**src/rtl/bp_run_ctrl.sv**
```systemverilog
// Execution controller for the processor under debug. Gates the datapath
// enable in run-to-HALT, run-N-cycles or run-to-breakpoint mode, then freezes
// the pipeline and hands the enabled-cycle count to the send-data FSM.
//
// state     | meaning
// ----------+---------------------------------------------------------------
// IDLE      | waiting for i_start, datapath frozen
// RUN       | datapath enabled until a stop condition fires
// DRAIN     | HALT seen in IF/ID, keep enabling until it retires through WB
// SEND      | one-cycle o_send_start pulse to the send-data FSM
// WAIT_SEND | frozen, count and cause held, waiting for i_send_done
// DONE      | one-cycle o_done pulse, then back to IDLE
module bp_run_ctrl #(
  parameter int unsigned                 PC_BITS          = 32,
  parameter int unsigned                 INSTRUCTION_BITS = 32,
  parameter int unsigned                 CLK_COUNTER_BITS = 32,
  parameter int unsigned                 STEP_BITS        = 16,
  parameter logic [INSTRUCTION_BITS-1:0] HALT_INST        = 32'hFFFF_FFFF,
  parameter int unsigned                 DRAIN_CYCLES     = 4,
  parameter logic [31:0]                 MAX_CYCLES       = 32'h00FF_FFFF
) (
  input  logic                        clk,
  input  logic                        rst,
  input  logic                        i_start,
  input  logic [1:0]                  i_mode,
  input  logic [STEP_BITS-1:0]        i_step_count,
  input  logic [PC_BITS-1:0]          i_bp_addr,
  input  logic                        i_abort,
  input  logic [PC_BITS-1:0]          i_pc,
  input  logic [INSTRUCTION_BITS-1:0] i_instruction,
  input  logic                        i_send_done,
  output logic                        o_enable,
  output logic                        o_send_start,
  output logic [CLK_COUNTER_BITS-1:0] o_clk_count,
  output logic [1:0]                  o_stop_cause,
  output logic                        o_busy,
  output logic                        o_done
);

  typedef enum logic [2:0] {
    S_IDLE,
    S_RUN,
    S_DRAIN,
    S_SEND,
    S_WAIT_SEND,
    S_DONE
  } state_t;

  localparam logic [1:0] CAUSE_HALT  = 2'd0;
  localparam logic [1:0] CAUSE_STEPS = 2'd1;
  localparam logic [1:0] CAUSE_BP    = 2'd2;
  localparam logic [1:0] CAUSE_ABORT = 2'd3;

  localparam logic [1:0] MODE_STEPS = 2'd1;
  localparam logic [1:0] MODE_BP    = 2'd2;

  localparam int unsigned DRAIN_W = (DRAIN_CYCLES > 1) ? $clog2(DRAIN_CYCLES + 1) : 1;
  // Drain counter value on the last enabled drain cycle; the HALT-detect
  // cycle itself loads the counter with 1.
  localparam logic [DRAIN_W-1:0] DRAIN_LAST = DRAIN_W'(DRAIN_CYCLES - 1);

  localparam logic [CLK_COUNTER_BITS-1:0] MAX_CNT = CLK_COUNTER_BITS'(MAX_CYCLES);
  localparam logic [CLK_COUNTER_BITS-1:0] CNT_SAT = '1;

  state_t                 state;
  state_t                 state_nxt;
  logic [1:0]             mode_q;
  logic [STEP_BITS-1:0]   step_n_q;
  logic [STEP_BITS-1:0]   step_cnt;
  logic [PC_BITS-1:0]     bp_q;
  logic [DRAIN_W-1:0]     drain_cnt;
  logic                   first_q;
  logic [1:0]             cause_nxt;
  logic                   drain_load;
  logic                   halt_seen;
  logic                   bp_hit;
  logic                   step_hit;
  logic                   tmo_hit;

  // Stop-condition decode, next state and the combinational datapath enable.
  always_comb begin
    halt_seen  = (i_instruction == HALT_INST);
    bp_hit     = (mode_q == MODE_BP) && first_q && (i_pc == bp_q);
    step_hit   = (mode_q == MODE_STEPS) && (step_cnt == step_n_q);
    tmo_hit    = (o_clk_count == MAX_CNT);
    state_nxt  = state;
    cause_nxt  = o_stop_cause;
    o_enable   = 1'b0;
    drain_load = 1'b0;
    case (state)
      S_IDLE: begin
        if (i_start) begin
          state_nxt = S_RUN;
          cause_nxt = CAUSE_HALT;
        end
      end
      S_RUN: begin
        if (i_abort) begin
          cause_nxt = CAUSE_ABORT;
          state_nxt = S_SEND;
        end else if (halt_seen) begin
          // HALT must still advance through the pipe, so this cycle is enabled
          o_enable   = 1'b1;
          drain_load = 1'b1;
          cause_nxt  = CAUSE_HALT;
          state_nxt  = (DRAIN_CYCLES > 1) ? S_DRAIN : S_SEND;
        end else if (bp_hit) begin
          cause_nxt = CAUSE_BP;
          state_nxt = S_SEND;
        end else if (step_hit) begin
          cause_nxt = CAUSE_STEPS;
          state_nxt = S_SEND;
        end else if (tmo_hit) begin
          cause_nxt = CAUSE_ABORT;
          state_nxt = S_SEND;
        end else begin
          o_enable = 1'b1;
        end
      end
      S_DRAIN: begin
        o_enable = 1'b1;
        if (drain_cnt == DRAIN_LAST) begin
          state_nxt = S_SEND;
        end
      end
      S_SEND: begin
        state_nxt = S_WAIT_SEND;
      end
      S_WAIT_SEND: begin
        if (i_send_done) begin
          state_nxt = S_DONE;
        end
      end
      S_DONE: begin
        state_nxt = S_IDLE;
      end
      default: begin
        state_nxt = S_IDLE;
      end
    endcase
  end

  // State register, latched run operands, counters and registered outputs.
  always_ff @(posedge clk or negedge rst) begin
    if (!rst) begin
      state        <= S_IDLE;
      mode_q       <= '0;
      step_n_q     <= '0;
      step_cnt     <= '0;
      bp_q         <= '0;
      drain_cnt    <= '0;
      first_q      <= 1'b0;
      o_clk_count  <= '0;
      o_stop_cause <= '0;
      o_send_start <= 1'b0;
      o_busy       <= 1'b0;
      o_done       <= 1'b0;
    end else begin
      state        <= state_nxt;
      o_stop_cause <= cause_nxt;
      o_busy       <= (state_nxt != S_IDLE);
      o_send_start <= (state_nxt == S_SEND);
      o_done       <= (state_nxt == S_DONE);

      if (state == S_IDLE && i_start) begin
        mode_q      <= i_mode;
        step_n_q    <= (i_step_count == '0) ? STEP_BITS'(1) : i_step_count;
        bp_q        <= i_bp_addr;
        o_clk_count <= '0;
        step_cnt    <= '0;
        drain_cnt   <= '0;
        first_q     <= 1'b0;
      end else begin
        if (o_enable) begin
          o_clk_count <= (o_clk_count == CNT_SAT) ? o_clk_count : o_clk_count + 1'b1;
          step_cnt    <= step_cnt + 1'b1;
          first_q     <= 1'b1;
        end
        if (drain_load) begin
          drain_cnt <= DRAIN_W'(1);
        end else if (state == S_DRAIN) begin
          drain_cnt <= drain_cnt + 1'b1;
        end
      end
    end
  end

endmodule

```
**config.mk**
```make
export PLATFORM = sky130hd
export DESIGN_NAME = bp_run_ctrl
export DESIGN_NICKNAME = d
export VERILOG_FILES = /design/src/rtl/bp_run_ctrl.sv
export SDC_FILE = /design/constraint.sdc
export NUM_CORES = 1
export LEC_CHECK = 0
export ABC_AREA = 0
export BUFFER_PORTS_ARGS = -buffer_cell sky130_fd_sc_hd__clkbuf_2
export CORE_UTILIZATION = 48
export CTS_CLUSTER_DIAMETER = 200
export CTS_CLUSTER_SIZE = 8
export DETAILED_ROUTE_END_ITERATION = 10
export PLACE_DENSITY = 0.77
export SETUP_SLACK_MARGIN = 0.1
export SYNTH_ARGS = -nofsm -noshare
export SYNTH_HDL_FRONTEND = slang
export SYNTH_SLANG_ARGS = --single-unit
export TNS_END_PERCENT = 100
```
**constraint.sdc**
```tcl
create_clock -name clk -period 2.2 [get_ports clk]
set_clock_uncertainty 0.15 [all_clocks]
set_input_delay 0.22 -clock clk [delete_from_list [all_inputs] [get_ports clk]]
set_output_delay 0.22 -clock clk [all_outputs]
set_load 0.01 [all_outputs]
```
Yosys cells after proc, flatten, opt, wreduce, memory -nomap -nowiden

Cells that the tools add are included.
Widths: inputs -> output; s select.

Bits in registers: 110
Bits in latches: 0
Bits in writable memories: 0
Memory bits (read-only): 0
Output and inout bits: 38
Logic and storage cells: 80
Memories: 0

Add/subtract/negate cells: 3
$mul: 0
Divide/modulo/power cells: 0
Order comparisons: 0
Equal/unequal tests: 17
Shift operators: 0
Multiplexer cells: 36
Bitwise operators: 0
Reductions and logical operators: 12

Operator list:

| cell                  | count |
|---|---|
| $mux 32               | 3 |
| $eq 32x32->1 const B  | 2 |
| $mux 16               | 3 |
| $mux 3                | 11 |
| $add 32x1->32 const B | 1 |
| $eq 32x24->1 const B  | 1 |
| $eq 32x32->1          | 1 |
| $add 16x1->16 const B | 1 |
| $eq 16x16->1          | 1 |
| $logic_not 16->1      | 1 |
| $pmux 3 s5            | 1 |
| $eq 3x2->1 const B    | 4 |
| $mux 2                | 6 |
| $mux 1                | 10 |
| $eq 3x3->1 const B    | 2 |
| $ne 6x6->1 const B    | 1 |
| $reduce_bool 3->1     | 2 |
| $logic_and 1x1->1     | 4 |
| $ne 2x2->1 const B    | 2 |
| $pmux 2 s2            | 1 |
| $reduce_bool 2->1     | 2 |
| $add 3x1->3 const B   | 1 |
| $eq 3x1->1 const B    | 1 |
| $logic_not 3->1       | 1 |
| other kinds (5)       | 5 |

Logic depth before layout (Yosys ltp)

Depth in word-level cells: 9
Mapped depth: 11
Depth with buffers taken out: 10

Least setup slack after synthesis

Ideal clock, no wire load.

Path kind: register to register
Start point: register o_clk_count[0]
End point: register o_clk_count[3]
Library setup time: 76 ps
Arrival: 2260 ps
Slack: -286 ps
Stages on the path, launching flop included: 12
Buffers on the path: 2
Clock period less this slack: 2486 ps
Path through: dfrtp_1 -> ha_1 -> inv_1 -> nor4b_2 -> and3_1 -> nand3_2 -> a21o_2 -> o21ai_4 -> buf_6 -> buf_8 -> o21ai_2 -> a21oi_2

Word-level cells in the longest chain between the ends: 9
Elaborated cells between the ends (all ways): 15
Classes of those cells: add/sub: 1; eq/ne: 3; mux: 9; reduce/logical: 2

RTL lines:

| element                            | line | source |
|---|---|---|
| from (decl)                        | 34   | `output logic [CLK_COUNTER_BITS-1:0] o_clk_count,` |
| from (signal assigned)             | 175  | `o_clk_count <= (o_clk_count == CNT_SAT) ? o_clk_count : o_clk_count + 1'b1;` |
| $eq 32x24->1                       | 85   | `tmo_hit = (o_clk_count == MAX_CNT);` |
| $mux 1                             | 113  | `end else if (tmo_hit) begin` |
| $mux 1                             | 110  | `end else if (step_hit) begin` |
| $mux 1                             | 107  | `end else if (bp_hit) begin` |
| $mux 1                             | 101  | `end else if (halt_seen) begin` |
| $mux 1                             | 98   | `if (i_abort) begin` |
| $pmux 1 s2                         | 90   | `case (state)` |
| $reduce_bool 2->1 (no source line) | -    |  |
| $reduce_and 2->1 (no source line)  | -    |  |

Several ways; a longest one is shown, not always the timed one. The select of a mux whose other input is x is not followed.
A chain may end at the register's enable or synchronous reset.

Final worst setup path

Start point: register step_cnt[13]
End point: output o_enable

Word-level cells in the longest chain between the ends: 7

RTL lines:

| element                | line | source |
|---|---|---|
| from (decl)            | 69   | `logic [STEP_BITS-1:0] step_cnt;` |
| from (signal assigned) | 176  | `step_cnt <= step_cnt + 1'b1;` |
| $eq 16x16->1           | 84   | `step_hit = (mode_q == MODE_STEPS) && (step_cnt == step_n_q);` |
| $logic_and 1x1->1      | 84   |  |
| $mux 1                 | 110  |  |
| $mux 1                 | 107  |  |
| $mux 1                 | 101  |  |
| $mux 1                 | 98   |  |
| $pmux 1 s2             | 90   |  |
| to (decl)              | 32   | `output logic o_enable,` |

Every way passes these cells.

==> out/qor.csv <==
stage,metric,value,unit
detailed_routing,DR iter-0 viols,469,
clock_tree,root buf cell,clkbuf_16,
floorplanning,# rows,39,
power,pwr dens,1040,mW/mm²
floorplanning,Die Span X,112,µm
status,outcome,"complete, but fails checks",
timing,max_slew headroom,51.7,%
cells_and_area,ant diodes,0,
timing,minimum clock period,2880,ps
global_route,largest net degree at the start of global routing,67,
setup_path,Setup crit start kind,flop,
clock_tree,CTS buffer count,9,
clock_tree,clk_lat worst skew,360,ps
clock_tree,CTS tree,yes,
cells_and_area,final cell count without fillers,1101,
detailed_routing,vias,6289,
place,PortBufs,156,
timing,Setup Viol. Count Final,55,
floorplanning,core footprint,0.0117,mm²
place,placed cell count,1011,
detailed_routing,drt drc,0,
detailed_routing,post-DR wirelength/cell,18.1,µm
yosys,Yosys warnings,0,
timing,Tcrit/Tclk final,131,%
clock_tree,H-tree depth,3,
global_route,vias in the first global route,6597,
floorplanning,DIE AREA,0.0127,mm²
min_path,Worst Hold Class,in -> reg,
status,failing checks,setup timing,
cells_and_area,synth-to-layout area growth,54.6,%
timing,worst slew pin tran,723,ps
cells_and_area,share of cells above drive strength 1,39.7,%
yosys,"Seq/Total Area, Yosys",47.0,%
cells_and_area,nets@finish,1076,
clock_tree,CTS max path bufs,2,
timing,"Hold Vio Cnt, Final",0,
setup_path,CP required,1830,ps
timing,RSZ-0062 raised after global routing,yes,
global_route,global-route usage over all layers,31.4,%
global_route,first-pass GRT wire length,31.1,mm
global_route,initial antenna violation count,0,
clock_tree,Clock Sinks,110,
setup_path,WS Path Type,reg -> out,
timing,Final TNS setup,-27060,ps
setup_path,largest fanout on the critical path,2,
yosys,Synth Register Bits,110,
job,max_cap viols,0,
floorplanning,Ports,157,
timing,Final Max Tran Viols,0,
global_route,GRT overflow,0,
timing,Final WS setup,-679,ps
yosys,ys async rst share,100,%
yosys,synthesized area,0.00586,mm²
yosys,post-synth cell types,57,
detailed_routing,post-route ant nets,0,
yosys,syn_nets,779,
clock_tree,clock-pin slew on the worst setup and hold paths,70,ps
yosys,Syn Area/Cell,8.93,µm²
floorplanning,initial core utilization,50.2,%
power,Internal,5.81,mW
place,gpl congestion,0.836,
power,Seq pwr share,32.9,%
detailed_routing,routed wire length,19.9,mm
yosys,Post-synth EDFFs,0,
yosys,synthesized instance count,656,
power,Comb pwr share,47.6,%
place,Post-DP HPWL,12.2,mm
detailed_routing,Pre-antenna DRT Iters,4,
floorplanning,Die Height,112,µm
setup_path,CP arrival,2510,ps
yosys,"Top FF cell, synth",dfrtp_1,
power,Sw Ratio,38.3,%
setup_path,Crit. End Element,output pin,
power,Worst VDD drop,0.832,mV
detailed_routing,vias per cell,5.71,
power,leakage power,4.40,nW
timing,fmax,0.347,GHz
power,P_sw,3.62,mW
power,Clock Power Share,19.6,%
## per-stage QoR
| stage | area [µm²] | power (mW) | setup slack (ps) | hold slack (ps) | utilization (%) |
|---|---|---|---|---|---|
| final | 9060 | 9.43 | -679 | 19.2 | 77.7 |
| after global routing | 9060 | 9.92 | -753 | 10.3 | 77.7 |
| after CTS | 8730 | 9.01 | -626 | 6.74 | 74.8 |
| after detailed placement | 7460 | 6.28 | -355 | -72.3 | 64.0 |
| after global placement | 7460 | 6.06 | -305 | -76.8 | 64.0 |
| after floorplan | 5970 | 5.21 | -110 | -226 | - |
## cell families after synthesis
group           count (synthesis)  synth area share, %
fa+ha+maj                       4                0.854
buf+inv                        38                 3.20
simple gates                  346                 28.0
xor+xnor                       54                 8.07
flops                         110                 47.0
compound gates                 98                 11.9
mux                             6                 1.07
## per-layer routing
layer / global-route usage, % / share of wire, % / vias up
met5: 0 / 0 / -
met3: 7.88 / 5.9 / 65
met2: 55.9 / 52 / 288
met1: 35.4 / 38 / 3052
li1: - / - / 2884
met4: 14.2 / 3.6 / 0
## final timing paths
path	from	endpoint	slack, ps	cells past startpoint
max in group asynchronous	rst	o_clk_count[0]	1090	3
hold / removal	i_step_count[0]	step_n_q[0]	20	3
min in group asynchronous	rst	o_send_start	80	2
hold reg to reg	bp_q[28]	bp_q[28]	350	2
setup / recovery	step_cnt[13]	o_enable	-680	9
setup reg to reg	step_cnt[13]	o_clk_count[11]	-600	11
## power by group through the flow
stage / clock [mW] / combinational, mW / sequential, mW
after floorplan: 0 / 2.16 / 3.05
after global placement: 0 / 2.99 / 3.07
after detailed placement: 0 / 3.16 / 3.12
after CTS: 1.88 / 4.05 / 3.08
after global routing: 1.94 / 4.82 / 3.16
final: 1.84 / 4.48 / 3.10
## repair_timing
item,in CTS,in global routing
setup buffers,13,7
pin swaps,37,48
endpoints found under the setup margin,94,103
gates cloned,5,1
endpoints found under the hold margin,160,0
hold buffers,51,0
resized for setup,44,65
## cells in the mapped netlist (5+ instances only)
cell,count,area (µm²)
a21oi_1,31,155
a21oi_2,6,52.6
and2_1,5,31.3
and3_1,16,100
clkbuf_1,19,71.3
dfrtp_1,110,2750
inv_1,8,30.0
nand2_1,194,728
nand3_1,26,130
nand4_1,23,144
nor2_1,24,90.1
nor4_1,12,75.1
o21ai_0,11,55.1
o21ai_2,6,52.6
o31ai_1,11,82.6
or3_1,15,93.8
or4_1,16,120
xnor2_1,36,315
xor2_1,18,158
## state kept, by name, summed over array words and instances (netlist names)
register / count
step_n_q: 16
o_busy: 1
mode_q: 2
first_q: 1
o_send_start: 1
drain_cnt: 3
state: 3
step_cnt: 16
o_clk_count: 32
bp_q: 32
o_stop_cause: 2
o_done: 1
## cells in the final DEF (no fill, tap or decap), types with 4 or more instances in the layout
cell type	instances
a21oi_1	18
a21oi_2	17
and2_1	5
and3_1	13
buf_12	5
buf_4	83
buf_6	13
clkbuf_16	10
clkbuf_2	154
dfrtp_1	105
dfrtp_2	5
dlygate4sd3_1	51
inv_1	7
mux2i_1	4
nand2_1	186
nand2_2	4
nand2_4	4
nand3_1	23
nand4_1	23
nor2_1	22
nor4_1	10
o211ai_1	4
o21ai_0	5
o21ai_2	8
o21ai_4	4
o31ai_4	6
or3_1	11
or3_4	4
or4_1	10
or4_4	6
xnor2_1	33
xor2_1	18
## worst max-delay path: stages, from the launching register on
cell and delay [ps]:
dfrtp_1 420, xor2_1 200, nor4_2 290, nand4b_1 230, o31a_1 340, a21o_4 230, a21oi_4 170, buf_12 140
inv_8 30, buf_6 110
## cell type report
| class | count | area (µm²) |
|---|---|---|
| well taps | 143 | 179 |
| inverters | 9 | 41.3 |
| fillers | 743 | 2600 |
| repair buffers | 314 | 2340 |
| flip-flops and latches | 110 | 2760 |
| multi-input cells | 509 | 3410 |
| clock buffers | 13 | 270 |
| clock inverters | 3 | 65.1 |
Note: power is estimated with default switching activity, not from simulation.
